### src/rtl/mips_to_riscv_xlate_stream_if.sv
// Handshake bundle for the streaming MIPS-to-RV32I translator: MIPS words in, RV32I words out.
interface mips_to_riscv_xlate_stream_if;
   logic        in_valid;
   logic        in_ready;
   logic [31:0] in_instr;
   logic        out_valid;
   logic        out_ready;
   logic [31:0] out_instr;
   logic        out_last;
   logic        out_illegal;

   modport master (
      output in_valid, in_instr, out_ready,
      input  in_ready, out_valid, out_instr, out_last, out_illegal
   );

   modport slave (
      input  in_valid, in_instr, out_ready,
      output in_ready, out_valid, out_instr, out_last, out_illegal
   );
endinterface

### src/rtl/mips_to_riscv_xlate_stream.sv
// Streaming MIPS32-to-RV32I translator: each accepted MIPS word expands to 1..3 RV32I words
// that are queued in an output FIFO.
module mips_to_riscv_xlate_stream #(
   parameter int unsigned DEPTH        = 4,
   parameter logic [4:0]  TMP_REG      = 5'd1,
   parameter logic [4:0]  LINK_REG     = 5'd31,
   parameter logic [31:0] ILLEGAL_WORD = 32'h0000_0000,
   parameter int unsigned CNT_W        = 16
) (
   input  logic                        clk,
   input  logic                        reset,
   input  logic                        flush,
   mips_to_riscv_xlate_stream_if.slave bus,
   output logic                        busy,
   output logic [CNT_W-1:0]            illegal_cnt
);

   localparam int unsigned AW = $clog2(DEPTH);
   localparam logic [6:0] OPC_OP   = 7'b0110011;
   localparam logic [6:0] OPC_IMM  = 7'b0010011;
   localparam logic [6:0] OPC_LOAD = 7'b0000011;
   localparam logic [6:0] OPC_JALR = 7'b1100111;

   typedef enum logic [0:0] {StIdle, StEmit} state_e;

   function automatic logic [31:0] r_op(input logic [6:0] f7, input logic [4:0] rs2,
                                        input logic [4:0] rs1, input logic [2:0] f3,
                                        input logic [4:0] rd);
      return {f7, rs2, rs1, f3, rd, OPC_OP};
   endfunction

   function automatic logic [31:0] i_op(input logic [11:0] imm, input logic [4:0] rs1,
                                        input logic [2:0] f3, input logic [4:0] rd,
                                        input logic [6:0] opc);
      return {imm, rs1, f3, rd, opc};
   endfunction

   function automatic logic [31:0] s_op(input logic [11:0] imm, input logic [4:0] rs2,
                                        input logic [4:0] rs1, input logic [2:0] f3);
      return {imm[11:5], rs2, rs1, f3, imm[4:0], 7'b0100011};
   endfunction

   // imm holds offset bits [12:1]; bit 0 is always zero.
   function automatic logic [31:0] b_op(input logic [12:1] imm, input logic [4:0] rs2,
                                        input logic [4:0] rs1, input logic [2:0] f3);
      return {imm[12], imm[10:5], rs2, rs1, f3, imm[4:1], imm[11], 7'b1100011};
   endfunction

   function automatic logic [31:0] u_op(input logic [19:0] imm, input logic [4:0] rd);
      return {imm, rd, 7'b0110111};
   endfunction

   state_e            state_q, state_d;
   logic [1:0]        step_q, step_d;
   logic [31:0]       word_q, word_d;
   logic [AW:0]       wr_ptr_q, rd_ptr_q;
   logic [CNT_W-1:0]  cnt_q;
   logic [31:0]       instr_mem [DEPTH];
   logic              last_mem  [DEPTH];
   logic              ill_mem   [DEPTH];

   logic [31:0] dec_op [3];
   logic [1:0]  dec_n;
   logic        dec_ill;
   logic        full, empty, last_step, push, pop, accept;

   // Field extraction and immediate helpers for the latched word
   logic [5:0]  opc, fn;
   logic [4:0]  rs, rt, rd, sh;
   logic [15:0] imm;
   logic [31:0] sx, va, bsum;
   logic [19:0] hi_a, hi_m;
   logic [2:0]  alu_f3, mem_f3;
   logic        fit_s, fit_a, tmp_hit;

   always_comb begin
      opc     = word_q[31:26];
      rs      = word_q[25:21];
      rt      = word_q[20:16];
      rd      = word_q[15:11];
      sh      = word_q[10:6];
      fn      = word_q[5:0];
      imm     = word_q[15:0];
      sx      = {{16{imm[15]}}, imm};
      va      = opc[2] ? {16'h0000, imm} : sx;
      fit_s   = (imm[15:11] == 5'h00) || (imm[15:11] == 5'h1f);
      fit_a   = opc[2] ? (imm[15:11] == 5'h00) : fit_s;
      // (v + 0x800) >> 12 rounds hi so that the sign-extended lo lands back on v
      hi_a    = va[31:12] + {19'b0, va[11]};
      hi_m    = sx[31:12] + {19'b0, sx[11]};
      bsum    = sx + 32'd1;
      tmp_hit = (rs == TMP_REG) || (rt == TMP_REG);
      mem_f3  = (opc[2:0] == 3'b011) ? 3'b010 : opc[2:0];
      case (opc[2:0])
         3'b010:  alu_f3 = 3'b010;
         3'b011:  alu_f3 = 3'b011;
         3'b100:  alu_f3 = 3'b111;
         3'b101:  alu_f3 = 3'b110;
         3'b110:  alu_f3 = 3'b100;
         default: alu_f3 = 3'b000;
      endcase
   end

   always_comb begin
      dec_op[0] = ILLEGAL_WORD;
      dec_op[1] = ILLEGAL_WORD;
      dec_op[2] = ILLEGAL_WORD;
      dec_n     = 2'd1;
      dec_ill   = 1'b0;
      case (opc)
         6'h00: begin
            case (fn)
               6'h00: dec_op[0] = i_op({7'b0000000, sh}, rt, 3'b001, rd, OPC_IMM);
               6'h02: dec_op[0] = i_op({7'b0000000, sh}, rt, 3'b101, rd, OPC_IMM);
               6'h03: dec_op[0] = i_op({7'b0100000, sh}, rt, 3'b101, rd, OPC_IMM);
               6'h04: dec_op[0] = r_op(7'b0000000, rs, rt, 3'b001, rd);
               6'h06: dec_op[0] = r_op(7'b0000000, rs, rt, 3'b101, rd);
               6'h07: dec_op[0] = r_op(7'b0100000, rs, rt, 3'b101, rd);
               6'h08: dec_op[0] = i_op(12'h000, rs, 3'b000, 5'd0, OPC_JALR);
               6'h09: dec_op[0] = i_op(12'h000, rs, 3'b000, (rd == 5'd0) ? LINK_REG : rd,
                                       OPC_JALR);
               6'h0c: dec_op[0] = 32'h0000_0073;
               6'h0d: dec_op[0] = 32'h0010_0073;
               6'h20, 6'h21: dec_op[0] = r_op(7'b0000000, rt, rs, 3'b000, rd);
               6'h22, 6'h23: dec_op[0] = r_op(7'b0100000, rt, rs, 3'b000, rd);
               6'h24: dec_op[0] = r_op(7'b0000000, rt, rs, 3'b111, rd);
               6'h25: dec_op[0] = r_op(7'b0000000, rt, rs, 3'b110, rd);
               6'h26: dec_op[0] = r_op(7'b0000000, rt, rs, 3'b100, rd);
               6'h27: begin
                  dec_n     = 2'd2;
                  dec_op[0] = r_op(7'b0000000, rt, rs, 3'b110, rd);
                  dec_op[1] = i_op(12'hfff, rd, 3'b100, rd, OPC_IMM);
               end
               6'h2a: dec_op[0] = r_op(7'b0000000, rt, rs, 3'b010, rd);
               6'h2b: dec_op[0] = r_op(7'b0000000, rt, rs, 3'b011, rd);
               default: dec_ill = 1'b1;
            endcase
         end
         6'h04, 6'h05: begin
            // Reach is +-4 KiB once the MIPS word offset becomes a byte offset from this PC
            if ((bsum[31:10] == 22'h0) || (bsum[31:10] == 22'h3fffff)) begin
               dec_op[0] = b_op({bsum[10:0], 1'b0}, rt, rs, {2'b00, opc[0]});
            end else begin
               dec_ill = 1'b1;
            end
         end
         6'h08, 6'h09, 6'h0a, 6'h0b, 6'h0c, 6'h0d, 6'h0e: begin
            if (fit_a) begin
               dec_op[0] = i_op(va[11:0], rs, alu_f3, rt, OPC_IMM);
            end else if (tmp_hit) begin
               dec_ill = 1'b1;
            end else begin
               dec_n     = 2'd3;
               dec_op[0] = u_op(hi_a, TMP_REG);
               dec_op[1] = i_op(va[11:0], TMP_REG, 3'b000, TMP_REG, OPC_IMM);
               dec_op[2] = r_op(7'b0000000, TMP_REG, rs, alu_f3, rt);
            end
         end
         6'h0f: dec_op[0] = u_op({imm, 4'b0000}, rt);
         6'h20, 6'h21, 6'h23, 6'h24, 6'h25: begin
            if (fit_s) begin
               dec_op[0] = i_op(sx[11:0], rs, mem_f3, rt, OPC_LOAD);
            end else if (tmp_hit) begin
               dec_ill = 1'b1;
            end else begin
               dec_n     = 2'd3;
               dec_op[0] = u_op(hi_m, TMP_REG);
               dec_op[1] = r_op(7'b0000000, rs, TMP_REG, 3'b000, TMP_REG);
               dec_op[2] = i_op(sx[11:0], TMP_REG, mem_f3, rt, OPC_LOAD);
            end
         end
         6'h28, 6'h29, 6'h2b: begin
            if (fit_s) begin
               dec_op[0] = s_op(sx[11:0], rt, rs, mem_f3);
            end else if (tmp_hit) begin
               dec_ill = 1'b1;
            end else begin
               dec_n     = 2'd3;
               dec_op[0] = u_op(hi_m, TMP_REG);
               dec_op[1] = r_op(7'b0000000, rs, TMP_REG, 3'b000, TMP_REG);
               dec_op[2] = s_op(sx[11:0], rt, TMP_REG, mem_f3);
            end
         end
         default: dec_ill = 1'b1;
      endcase
   end

   always_ff @(posedge clk) begin
      if (reset) begin
         state_q <= StIdle;
         step_q  <= 2'd0;
         word_q  <= 32'h0;
      end else begin
         state_q <= state_d;
         step_q  <= step_d;
         word_q  <= word_d;
      end
   end

   always_comb begin
      state_d = state_q;
      step_d  = step_q;
      word_d  = word_q;
      if (accept) begin
         state_d = StEmit;
         step_d  = 2'd0;
         word_d  = bus.in_instr;
      end else if (push) begin
         if (last_step) state_d = StIdle;
         else           step_d  = step_q + 2'd1;
      end
      if (flush) state_d = StIdle;
   end

   always_comb begin
      empty         = (wr_ptr_q == rd_ptr_q);
      full          = ((wr_ptr_q - rd_ptr_q) == (AW+1)'(DEPTH));
      last_step     = (step_q == (dec_n - 2'd1));
      push          = (state_q == StEmit) && !full && !flush;
      bus.in_ready  = !flush && ((state_q == StIdle) ||
                                 ((state_q == StEmit) && last_step && !full));
      accept        = bus.in_ready && bus.in_valid;
      bus.out_valid = !empty;
      pop           = !empty && bus.out_ready;
      bus.out_instr   = instr_mem[rd_ptr_q[AW-1:0]];
      bus.out_last    = last_mem[rd_ptr_q[AW-1:0]];
      bus.out_illegal = ill_mem[rd_ptr_q[AW-1:0]];
      busy          = (state_q == StEmit) || !empty;
      illegal_cnt   = cnt_q;
   end

   always_ff @(posedge clk) begin
      if (push) begin
         instr_mem[wr_ptr_q[AW-1:0]] <= dec_op[step_q];
         last_mem[wr_ptr_q[AW-1:0]]  <= last_step;
         ill_mem[wr_ptr_q[AW-1:0]]   <= dec_ill;
      end
   end

   always_ff @(posedge clk) begin
      if (reset) begin
         wr_ptr_q <= '0;
         rd_ptr_q <= '0;
         cnt_q    <= '0;
      end else begin
         if (flush) begin
            wr_ptr_q <= '0;
            rd_ptr_q <= '0;
         end else begin
            if (push) wr_ptr_q <= wr_ptr_q + 1'b1;
            if (pop)  rd_ptr_q <= rd_ptr_q + 1'b1;
         end
         if (push && dec_ill && (cnt_q != {CNT_W{1'b1}})) cnt_q <= cnt_q + 1'b1;
      end
   end

endmodule

### src/flat_wrapper.sv
// flat-port wrapper written by rule: the top's interface ports become plain ports
module mips_to_riscv_xlate_stream_flat 
#(
   parameter int unsigned DEPTH        = 4,
   parameter logic [4:0]  TMP_REG      = 5'd1,
   parameter logic [4:0]  LINK_REG     = 5'd31,
   parameter logic [31:0] ILLEGAL_WORD = 32'h0000_0000,
   parameter int unsigned CNT_W        = 16
)
  (clk, reset, flush, busy, illegal_cnt, bus_in_valid, bus_in_instr, bus_out_ready, bus_in_ready, bus_out_valid, bus_out_instr, bus_out_last, bus_out_illegal);
  mips_to_riscv_xlate_stream_if bus_i ();
  input  logic clk;
  input  logic reset;
  input  logic flush;
  output logic busy;
  output logic [CNT_W-1:0] illegal_cnt;
  input wire logic [$bits(bus_i.in_valid)-1:0] bus_in_valid;
  input wire logic [$bits(bus_i.in_instr)-1:0] bus_in_instr;
  input wire logic [$bits(bus_i.out_ready)-1:0] bus_out_ready;
  output wire logic [$bits(bus_i.in_ready)-1:0] bus_in_ready;
  output wire logic [$bits(bus_i.out_valid)-1:0] bus_out_valid;
  output wire logic [$bits(bus_i.out_instr)-1:0] bus_out_instr;
  output wire logic [$bits(bus_i.out_last)-1:0] bus_out_last;
  output wire logic [$bits(bus_i.out_illegal)-1:0] bus_out_illegal;
  assign bus_i.in_valid = bus_in_valid;
  assign bus_i.in_instr = bus_in_instr;
  assign bus_i.out_ready = bus_out_ready;
  assign bus_in_ready = bus_i.in_ready;
  assign bus_out_valid = bus_i.out_valid;
  assign bus_out_instr = bus_i.out_instr;
  assign bus_out_last = bus_i.out_last;
  assign bus_out_illegal = bus_i.out_illegal;
  mips_to_riscv_xlate_stream #(.DEPTH(DEPTH), .TMP_REG(TMP_REG), .LINK_REG(LINK_REG), .ILLEGAL_WORD(ILLEGAL_WORD), .CNT_W(CNT_W)) u_core (.clk(clk), .reset(reset), .flush(flush), .bus(bus_i), .busy(busy), .illegal_cnt(illegal_cnt));
endmodule
### config.mk
export PLATFORM = sky130hd
export DESIGN_NAME = mips_to_riscv_xlate_stream_flat
export DESIGN_NICKNAME = d
export VERILOG_FILES = /design/src/rtl/mips_to_riscv_xlate_stream_if.sv /design/src/rtl/mips_to_riscv_xlate_stream.sv /design/src/flat_wrapper.sv
export SDC_FILE = /design/constraint.sdc
export NUM_CORES = 1
export LEC_CHECK = 0
export CORE_MARGIN = 10
export CORE_UTILIZATION = 45
export DETAILED_ROUTE_END_ITERATION = 10
export GPL_ROUTABILITY_DRIVEN = 1
export PLACE_DENSITY = 0.75
export SLEW_MARGIN = 0
export SYNTH_ARGS = -nofsm -noshare
export SYNTH_HDL_FRONTEND = slang
export SYNTH_SLANG_ARGS = --single-unit
export TNS_END_PERCENT = 1
### constraint.sdc
create_clock -name clk -period 5.5 [get_ports clk]
set_input_delay 1.375 -clock clk [delete_from_list [all_inputs] [get_ports clk]]
set_output_delay 1.375 -clock clk [all_outputs]
set_load 0.02 [all_outputs]
==> impl_metrics.tcl, run 1 <==
set metrics [dict create \
    status "finished clean" \
    synth_edf_count 128 \
    cts_tree "built" \
    yosys_warnings 0 \
    first_pass_iters 6 \
    rsz0062_at_grt "false" \
    die_w_um 171 \
    antenna_cells 0 \
    overflow 0 \
    design.core.area_sq_mm 0.0226 \
    peakVddDrop_uv 178 \
    reg2reg_slack_ns 1.48 \
    ys_ff_latch 187 \
    area_growth_syn_to_layout_pct 16.2 \
    grt_pass1_wl_um 47700 \
    syn_area_sq_mm 0.0103 \
    slowest_delay_ns 0.64 \
    dp_cells 1272 \
    worstPathMaxFanout 11 \
    grt_max_degree 62 \
    path_class "flop to output pin" \
    cts_buffers 17 \
    path_cells "inv_1 -> ha_1 -> nor4b_2 -> a21o_1 -> nor4_4 -> buf_4 -> o2111ai_2 -> a31oi_1 -> clkdlybuf4s50_1" \
    finClkSkew_ns 0.0144 \
    vias 8302 \
    synthCells 951 \
    clk_latency_ns 0.43 \
    drc 0 \
    cts-htree-levels 4 \
    port_buffers 88 \
    hold_viol 0 \
    tightest_slew_ns 1.12 \
    r2r_start "u_core.word_q[11]" \
    cts_max_path_buffers 2 \
    fmax_mhz 200 \
    startpoint_type "flop" \
    postCtsHoldBufs 0 \
    via_per_inst 6.37 \
    cts-root-buf "clkbuf_16" \
    clk_pin_slew_ns 0.08 \
    ys_types 76 \
    grtUsageTotal_pct 21.2 \
    dp_hpwl_um 22500 \
    wl_um 31100 \
    cts_sinks 187 \
    slew_violations 0 \
    relSlewSlack_pct 25.5 \
    synth_ff_type "edfxtp_1" \
    cellLeakagePower_nw 3.94 \
    power.density_mw_per_mm2 262 \
    min_period_ns 5.00 \
    initial_core_util_pct 45.7 \
    drt_iter0_markers 1023 \
    hold_start "u_core.illegal_cnt[14]" \
    pin_count 90 \
    critPathTopFamily "buffers and inverters" \
    cts_setup_buffers 0 \
    die_area_sq_mm 0.0294 \
    end_kind "output pin" \
    drive_gt1_share_pct 12.2 \
    synthArstFlopShare_pct 0 \
    cp_slowest_cell "dfxtp_1" \
    syn_avg_cell_area_sq_um 10.8 \
    path_buf_inv 3 \
    routedWlPerCell_um 23.8 \
    max_cap_violations 0 \
    setup_violations 0 \
    ctsResizeCount 0 \
    drtAntennaViolNets 0 \
    ys_seq_area_share_pct 48.7 \
    gp_congestion 0.976 \
    stdcell_count 1304 \
    first_global_vias 7971 \
    antenna_found_initial 0 \
    cp-startpoint "u_core.word_q[11]" \
    min_path_type "flop to flop" \
    arrival_ns 3.62 \
    syn-num-nets 1007 \
    required_ns 4.12 \
    finalCritPeriodShare_pct 90.8 \
    num-nets-final 1062 \
    tns_ns 0 \
    die_h_um 171 \
    timing.hold.ws_ns 0.498 \
    nFillCells 1949 \
    rows 55 \
]
logic make-up (layout without fill, tap and decap cells):
family                   after synthesis  after routing  synth area share (%)
flip-flops                           187            187                  48.7
AND/OR/NAND/NOR                      326            326                  16.0
other                                  1              1                0.0363
buffers and inverters                 95            163                  4.18
AO/OA/AOI/OAI                        220            220                  15.1
multiplexers                          80             80                  11.8
XOR/XNOR                              23             23                  1.95
adder cells (fa/ha/maj)               19             19                  2.30
worst reg2reg max path: stages (launching register included):
cell and delay, ns:
dfxtp_1 0.64, inv_1 0.18, ha_1 0.26, nor4b_2 0.21
a21oi_1 0.54, nand4_1 0.25, buf_4 0.26, a31oi_1 0.56
o21ai_0 0.37, o221a_2 0.26, o21ai_0 0.21
synthesized netlist by cell type, types with 13 or more instances:
cell type / count / area (sq um)
a221oi_1: 15 / 131
edfxtp_1: 128 / 3840
nand4_1: 15 / 93.8
inv_1: 17 / 63.8
nor3_1: 19 / 95.1
mux4_2: 32 / 721
mux2i_1: 39 / 390
nand2_1: 63 / 236
nor2b_1: 15 / 93.8
ha_1: 19 / 238
o21ai_0: 44 / 220
dfxtp_1: 59 / 1180
clkbuf_1: 49 / 184
nand3_1: 30 / 150
a22oi_1: 13 / 97.6
nor2_1: 104 / 390
a21oi_1: 44 / 220
registers in the layout, indices dropped and copies added (netlist names), named ones only:
register	cells
u_core.step_q	2
u_core.state_q	1
u_core.rd_ptr_q	3
u_core.wr_ptr_q	3
u_core.last_mem	4
u_core.illegal_cnt	16
u_core.instr_mem	120
u_core.word_q	32
u_core.ill_mem	4
where the power goes:
part	leakage [nW]	total (mW)	internal, mW	switching [mW]
Combinational	2.06	0.385	0.137	0.248
Sequential	1.61	1.56	1.53	0.0378
Clock	0.268	1.19	0.612	0.580
Total	3.94	3.14	2.28	0.866
cells in the final DEF (no fill, tap or decap), drive strengths merged, types with 10 or more instances in the layout:
| cell type | synthesis | final |
|---|---|---|
| nand3 | 30 | 30 |
| edfxtp | 128 | 128 |
| nor2b | 15 | 15 |
| mux4 | 32 | 32 |
| clkbuf | 49 | 19 |
| and2 | 12 | 12 |
| nand2b | 12 | 12 |
| a21o | 12 | 12 |
| a221oi | 15 | 15 |
| a21oi | 45 | 45 |
| o21ai | 44 | 44 |
| mux2i | 39 | 39 |
| nor2 | 104 | 104 |
| nand2 | 63 | 63 |
| xnor2 | 12 | 12 |
| xor2 | 11 | 11 |
| nor4 | 13 | 13 |
| nand4 | 15 | 15 |
| o31ai | 10 | 10 |
| ha | 19 | 19 |
| buf | 29 | 27 |
| inv | 17 | 22 |
| a22oi | 13 | 13 |
| and3 | 12 | 12 |
| dfxtp | 59 | 59 |
| nor3 | 20 | 20 |
| clkdlybuf4s50 | 0 | 87 |
final cells by class:
type | instances | area [sq um] | area share, %
clock buffers | 19 | 443 | 3.69
clock inverters | 13 | 131 | 1.10
inverters | 17 | 63.8 | 0.532
multi-input cells | 669 | 4900 | 40.9
flip-flops and latches | 187 | 5030 | 41.9
well taps | 285 | 357 | 2.97
repair buffers | 114 | 1070 | 8.93
path summary, 6_finish.rpt:
check | end | cells past startpoint
setup / recovery | bus_in_ready | 9
hold / removal | u_core.illegal_cnt[14] | 2
setup reg to reg | u_core.instr_mem[1][7] | 10
hold reg to reg | u_core.illegal_cnt[14] | 2
through the flow:
step	instance area (sq um)	power [mW]	setup slack (ns)	util [%]
2_1_floorplan	10300	1.82	1.63	-
3_3_place_gp	11400	1.97	1.07	50.6
3_5_place_dp	11400	1.97	0.985	50.6
4_1_cts	12000	3.15	0.501	53.1
5_1_grt	12000	3.25	0.314	53.1
6_report	12000	3.14	0.504	53.1
metal layers:
| layer | track usage (%) | vias to the layer above | part of all wire, % |
|---|---|---|---|
| li1 | - | 3756 | - |
| met1 | 28.4 | 4071 | 43 |
| met2 | 32.4 | 401 | 46 |
| met3 | 5.13 | 74 | 8.0 |
| met4 | 8.13 | 0 | 3.2 |
| met5 | 0 | - | 0 |
(Power assumes the default switching activity.)
==> inputs of run 2 (changes only) <==
Settings changed: ABC_AREA set to 1.
==> run 2 against run 1 <==
Compared with the run above: worst setup slack gained 0.021 ns; largest cell class unchanged; combinational power increased by 34%; non-clock buffer count down 12; total power rose by 7.3%; critical path type unchanged; sequential power is essentially flat; clock power grew 8%; synthesized cell count grew 41%.
==> impl_metrics.tcl, run 2 <==
set metrics [dict create \
    status "finished clean" \
    p_clk_share_pct 38.2 \
    yosysTopAreaCellShare_pct 36.1 \
    rows 56 \
    drtAntennaViolNets 0 \
    synth_ff_type "edfxtp_1" \
    min_period_ns 4.98 \
    stdcell_count 1737 \
    cts_setup_buffers 0 \
    seqPwrFrac_pct 46.5 \
    antenna_cells 0 \
    first_global_vias 9185 \
    finalCritPeriodShare_pct 90.5 \
    cts_max_path_buffers 2 \
    routedWlPerCell_um 20.7 \
    synth_largest_area_cell "edfxtp_1" \
    yosys_warnings 0 \
    cts-root-buf "clkbuf_16" \
    dp_cells 1705 \
    antenna_found_initial 0 \
    pin_count 90 \
    startpoint_type "flop" \
    grt_max_degree 65 \
    synthArstFlopShare_pct 0 \
    intPower_mw 2.31 \
    rsz0062_at_grt "false" \
    slew_violations 0 \
    path_cells "inv_1 -> ha_1 -> nand2_1 -> nor2_2 -> nand2_4 -> nand2_2 -> nor2_2 -> nand2_4 -> nand3_1 -> nand3_2 -> o21ai_2 -> and2_1 -> clkdlybuf4s50_1" \
    dpl_cell_area_sq_mm 0.0117 \
    syn_avg_cell_area_sq_um 7.91 \
    die_area_sq_mm 0.0302 \
    p_total_mw 3.37 \
    drive_gt1_share_pct 7.48 \
    ys_types 51 \
    syn-num-nets 1400 \
    clk_latency_ns 0.44 \
    place_ws_ns 1.09 \
    cts_tree "built" \
    regArea_sq_mm 0.00503 \
    hold_viol 0 \
    nFillCells 2183 \
    wl_um 36000 \
    fin_util_pct 53.0 \
    ys_seq_area_share_pct 47.2 \
    layout_commonest_cell "nand2_1" \
    initial_core_util_pct 45.6 \
    port_buffers 88 \
    num-nets-final 1461 \
    synthCells 1344 \
    path_class "flop to output pin" \
    cts-htree-levels 4 \
    drt_iter0_markers 1179 \
    required_ns 4.12 \
    yosys-top-cells-count "nand2_1 (267), nor2_1 (217), o21ai_0 (131), edfxtp_1 (128), inv_1 (104)" \
    multi_input_area_sq_mm 0.00487 \
    vias 9964 \
    layout_common_cells "nand2_1 (267), nor2_1 (213), o21ai_0 (131)" \
    pwr-share-comb_pct 15.3 \
    tns_ns 0 \
    ctsResizeCount 0 \
    max_cap_violations 0 \
    die_h_um 174 \
    largest_reg_flops 120 \
    fin_area_sq_mm 0.0124 \
    clk_pin_slew_ns 0.08 \
    timing.hold.ws_ns 0.487 \
    cp_slowest_cell "clkdlybuf4s50_1" \
    switchingPower_mw 1.06 \
    tightest_slew_ns 0.958 \
    cellLeakagePower_nw 4.84 \
    grtUsageTotal_pct 22.8 \
    gp_congestion 1.04 \
    arrival_ns 3.60 \
    finClkSkew_ns 0.0182 \
    via_per_inst 5.74 \
    setup_violations 0 \
    die_w_um 174 \
    post-synth-top-count-cell "nand2_1" \
    end_kind "output pin" \
    postCtsHoldBufs 0 \
    finalWorstSetupSlack_ns 0.525 \
    overflow 0 \
    cts_sinks 187 \
    slowest_delay_ns 0.60 \
    ys_ff_latch 187 \
    fmax_mhz 201 \
    synth.area.top_cells "edfxtp_1 (36%), dfxtp_1 (11%), nand2_1 (9.4%), nor2_1 (7.7%), o21ai_0 (6.2%)" \
    first_pass_iters 8 \
    drc 0 \
    syn_area_sq_mm 0.0106 \
    switching_share_pct 31.6 \
    dp_hpwl_um 26300 \
    design.core.area_sq_mm 0.0233 \
    area_growth_syn_to_layout_pct 16.4 \
    power.density_mw_per_mm2 272 \
    cts_buffers 17 \
    min_path_type "flop to flop" \
    synth_edf_count 128 \
    grt_pass1_wl_um 54200 \
    peakVddDrop_uv 213 \
    relSlewSlack_pct 35.5 \
    worstPathMaxFanout 21 \
]
==> run 2: cell count changes in the layout (fill, tap and decap cells not counted), moves of 39 or more <==
cell	before	now
inv_1	17	104
mux2i_1	39	0
nand2_1	63	267
nand3_1	30	71
nor2_1	103	213
o21ai_0	44	131
o22ai_1	3	68
==> run 2: power by group through the flow <==
stage / sequential [mW] / clock [mW] / combinational, mW
2_1_floorplan: 1.58 / 0 / 0.320
3_3_place_gp: 1.60 / 0 / 0.502
3_5_place_dp: 1.60 / 0 / 0.499
4_1_cts: 1.56 / 1.30 / 0.500
5_1_grt: 1.57 / 1.35 / 0.551
6_report: 1.57 / 1.29 / 0.516
==> run 2: path summary, 6_finish.rpt <==
path	startpoint	to	slack [ns]	cells after the start
setup / recovery	u_core.word_q[11]	bus_in_ready	0.52	13
setup reg to reg	u_core.word_q[11]	u_core.word_q[9]	1.54	15
hold / removal	u_core.illegal_cnt[15]	u_core.illegal_cnt[15]	0.49	2
hold reg to reg	u_core.illegal_cnt[15]	u_core.illegal_cnt[15]	0.49	2
==> run 2: critical path: cells and delay by family (launching register included) <==
family | cells | cell delay [ns]
buf+inv | 2 | 0.79
compound gates | 1 | 0.21
simple gates | 9 | 1.34
flops | 1 | 0.56
fa+ha+maj | 1 | 0.24
==> run 2: cell families after synthesis <==
logic type	Yosys count	share of synthesized area, %
AND/OR/NAND/NOR	638	26.0
AO/OA/AOI/OAI	295	15.8
flip-flops	187	47.2
buffers and inverters	184	7.07
XOR/XNOR	20	1.65
adder cells (fa/ha/maj)	19	2.24
other	1	0.0353
==> run 2: cell type report <==
class / instances / area share, %
sequential: 187 / 40.6
multi-input combinational: 973 / 39.3
timing repair buffer: 102 / 7.97
inverter: 124 / 3.76
clock buffer: 17 / 3.44
tap: 319 / 3.23
clock inverter: 15 / 1.65
==> run 2: per-layer routing <==
metal | global-route usage (%) | wire length, um | part of all wire, % | up-vias
met5 | 0 | 0 | 0 | -
met3 | 5.69 | 3240 | 9.0 | 71
li1 | - | - | - | 4719
met4 | 8.05 | 1100 | 3.1 | 0
met1 | 30.8 | 15600 | 43 | 4676
met2 | 34.8 | 16100 | 45 | 498
==> inputs of run 3 (changes only) <==
Settings changed: ABC_AREA 1 to not set, RECOVER_POWER set to 100.
==> run 3 against run 2 <==
Compared with the run above: the run now ends with max-capacitance violations, max-slew violations left; total power fell by 6.9%; fmax fell by 3.4%; design area fell by 3.6%; sequential share of layout area rose by 1.5 points; worst hold slack improved by 0.0078 ns; via count fell by 17%; cell count fell by 25%; worst setup slack got worse by 0.17 ns; flip-flop and latch count did not move; sequential power barely moved; routed wire length fell by 13%; clock skew fell by 0.0025 ns; critical path type unchanged.
==> impl_metrics.tcl, run 3 (synthesized netlist as in run 1, its figures left out) <==
set metrics [dict create \
    relSlewSlack_pct -72.4 \
    layout_common_cells "edfxtp_1 (128), nor2_1 (103), nand2_1 (63)" \
    grtUsageTotal_pct 21.2 \
    timing.hold.ws_ns 0.495 \
    status "finished with violations" \
    cp-startpoint "u_core.word_q[11]" \
    cellLeakagePower_nw 3.96 \
    clk_latency_ns 0.43 \
    die_h_um 171 \
    hold_start "u_core.illegal_cnt[14]" \
    max_cap_violations 5 \
    drive_gt1_share_pct 10.7 \
    pin_count 90 \
    end_kind "output pin" \
    fin_util_pct 52.8 \
    required_ns 4.12 \
    layout_commonest_cell "edfxtp_1" \
    rsz0062_at_grt "false" \
    reg2reg_to "u_core.instr_mem[1][12]" \
    port_buffers 88 \
    cts-htree-levels 4 \
    drc 0 \
    cts_buffers 17 \
    ctsResizeCount 0 \
    power.density_mw_per_mm2 263 \
    drt_iter0_markers 911 \
    largest_reg_flops 120 \
    wl_um 31200 \
    crit_end "bus_in_ready" \
    grt_pass1_wl_um 47700 \
    cts_tree "built" \
    die_area_sq_mm 0.0294 \
    initial_core_util_pct 45.7 \
    cts_setup_buffers 0 \
    path_class "flop to output pin" \
    postCtsHoldBufs 0 \
    slew_violations 195 \
    hold_viol 0 \
    arrival_ns 3.77 \
    routedWlPerCell_um 23.9 \
    finClkSkew_ns 0.0157 \
    finalCritPeriodShare_pct 93.6 \
    tightest_slew_ns 2.59 \
    min_period_ns 5.15 \
    cts_max_path_buffers 2 \
    cts_sinks 187 \
    cts-root-buf "clkbuf_16" \
    via_per_inst 6.36 \
    startpoint_type "flop" \
    r2r_start "u_core.word_q[4]" \
    die_w_um 171 \
    gp_congestion 0.976 \
    rr_worst_depth 9 \
    overflow 0 \
    min_path_type "flop to flop" \
    tns_ns 0 \
    first_global_vias 7971 \
    dp_hpwl_um 22500 \
    area_growth_syn_to_layout_pct 15.6 \
    violations "max-capacitance violations, max-slew violations" \
    reg2reg_slack_ns 0.70 \
    design.core.area_sq_mm 0.0226 \
    antenna_cells 0 \
    antenna_found_initial 0 \
    clk_pin_slew_ns 0.08 \
    peakVddDrop_uv 179 \
    num-nets-final 1062 \
    rows 55 \
    first_pass_iters 6 \
    drtAntennaViolNets 0 \
    setup_violations 0 \
    grt_max_degree 62 \
    fmax_mhz 194 \
    worstPathMaxFanout 11 \
    vias 8295 \
]
## run 3: changes by cell type in the layout (fill, tap and decap cells not counted), sizes merged, moves of 14 or more
cell and change:
inv -107, nor2 -125, nand3 -46, mux2i +39
mux4 +32, a221oi +14, o21ai -91, nand2 -218
o22ai -65, clkdlybuf4s50 -52, dlygate4sd3 +51, nor2b +15
## run 3: power breakdown
part,total (mW),leakage (nW),internal (mW),switching (mW)
Sequential,1.57,1.61,1.53,0.0377
Clock,1.19,0.268,0.612,0.579
Combinational,0.381,2.09,0.134,0.247
## run 3: through the flow
| step | worst slack [ns] | std cells | area (sq um) | total power [mW] |
|---|---|---|---|---|
| after floorplan | 1.63 | 951 | 10300 | 1.82 |
| after global placement | 1.07 | 1272 | 11400 | 1.97 |
| after detailed placement | 0.985 | 1272 | 11400 | 1.97 |
| after CTS | 0.501 | 1304 | 12000 | 3.15 |
| after global routing | 0.174 | 1304 | 11900 | 3.25 |
| final | 0.350 | 1304 | 11900 | 3.14 |
## run 3: worst min-delay path by stage
stage | to | slack [ns] | depth (start not counted)
floorplan | flop | 0.47 | 2
global placement | u_core.illegal_cnt[13] | 0.48 | 2
detailed placement | u_core.illegal_cnt[14] | 0.49 | 2
CTS | u_core.illegal_cnt[14] | 0.50 | 2
global route | u_core.illegal_cnt[13] | 0.54 | 2
finish | u_core.illegal_cnt[14] | 0.49 | 2
## run 3: final cells by class
| class | instances | area (sq um) |
|---|---|---|
| Fill cell | 1970 | 10600 |
| Timing Repair Buffer | 114 | 1030 |
| Tap cell | 285 | 357 |
| Clock inverter | 13 | 131 |
| Inverter | 17 | 63.8 |
| Clock buffer | 19 | 443 |
| Multi-Input combinational cell | 669 | 4870 |
| Sequential cell | 187 | 5020 |
## run 3: critical path, stage by stage, from the launching register on
cell           delay [ns]
dfxtp_1              0.65
inv_1                0.18
ha_1                 0.26
nor4b_2              0.21
a21o_1               0.34
nor4_1               0.41
o2111ai_1            0.33
a31oi_1              0.26
dlygate4sd3_1        0.70
## run 3: routing by layer
metal  vias to the layer above  track usage (%)  part of all wire (%)
met2                       370             32.4                    45
li1                       3751                -                     -
met4                         0             8.13                   3.5
met3                        87             5.13                   7.6
met5                         -                0                     0
met1                      4087             28.4                    44
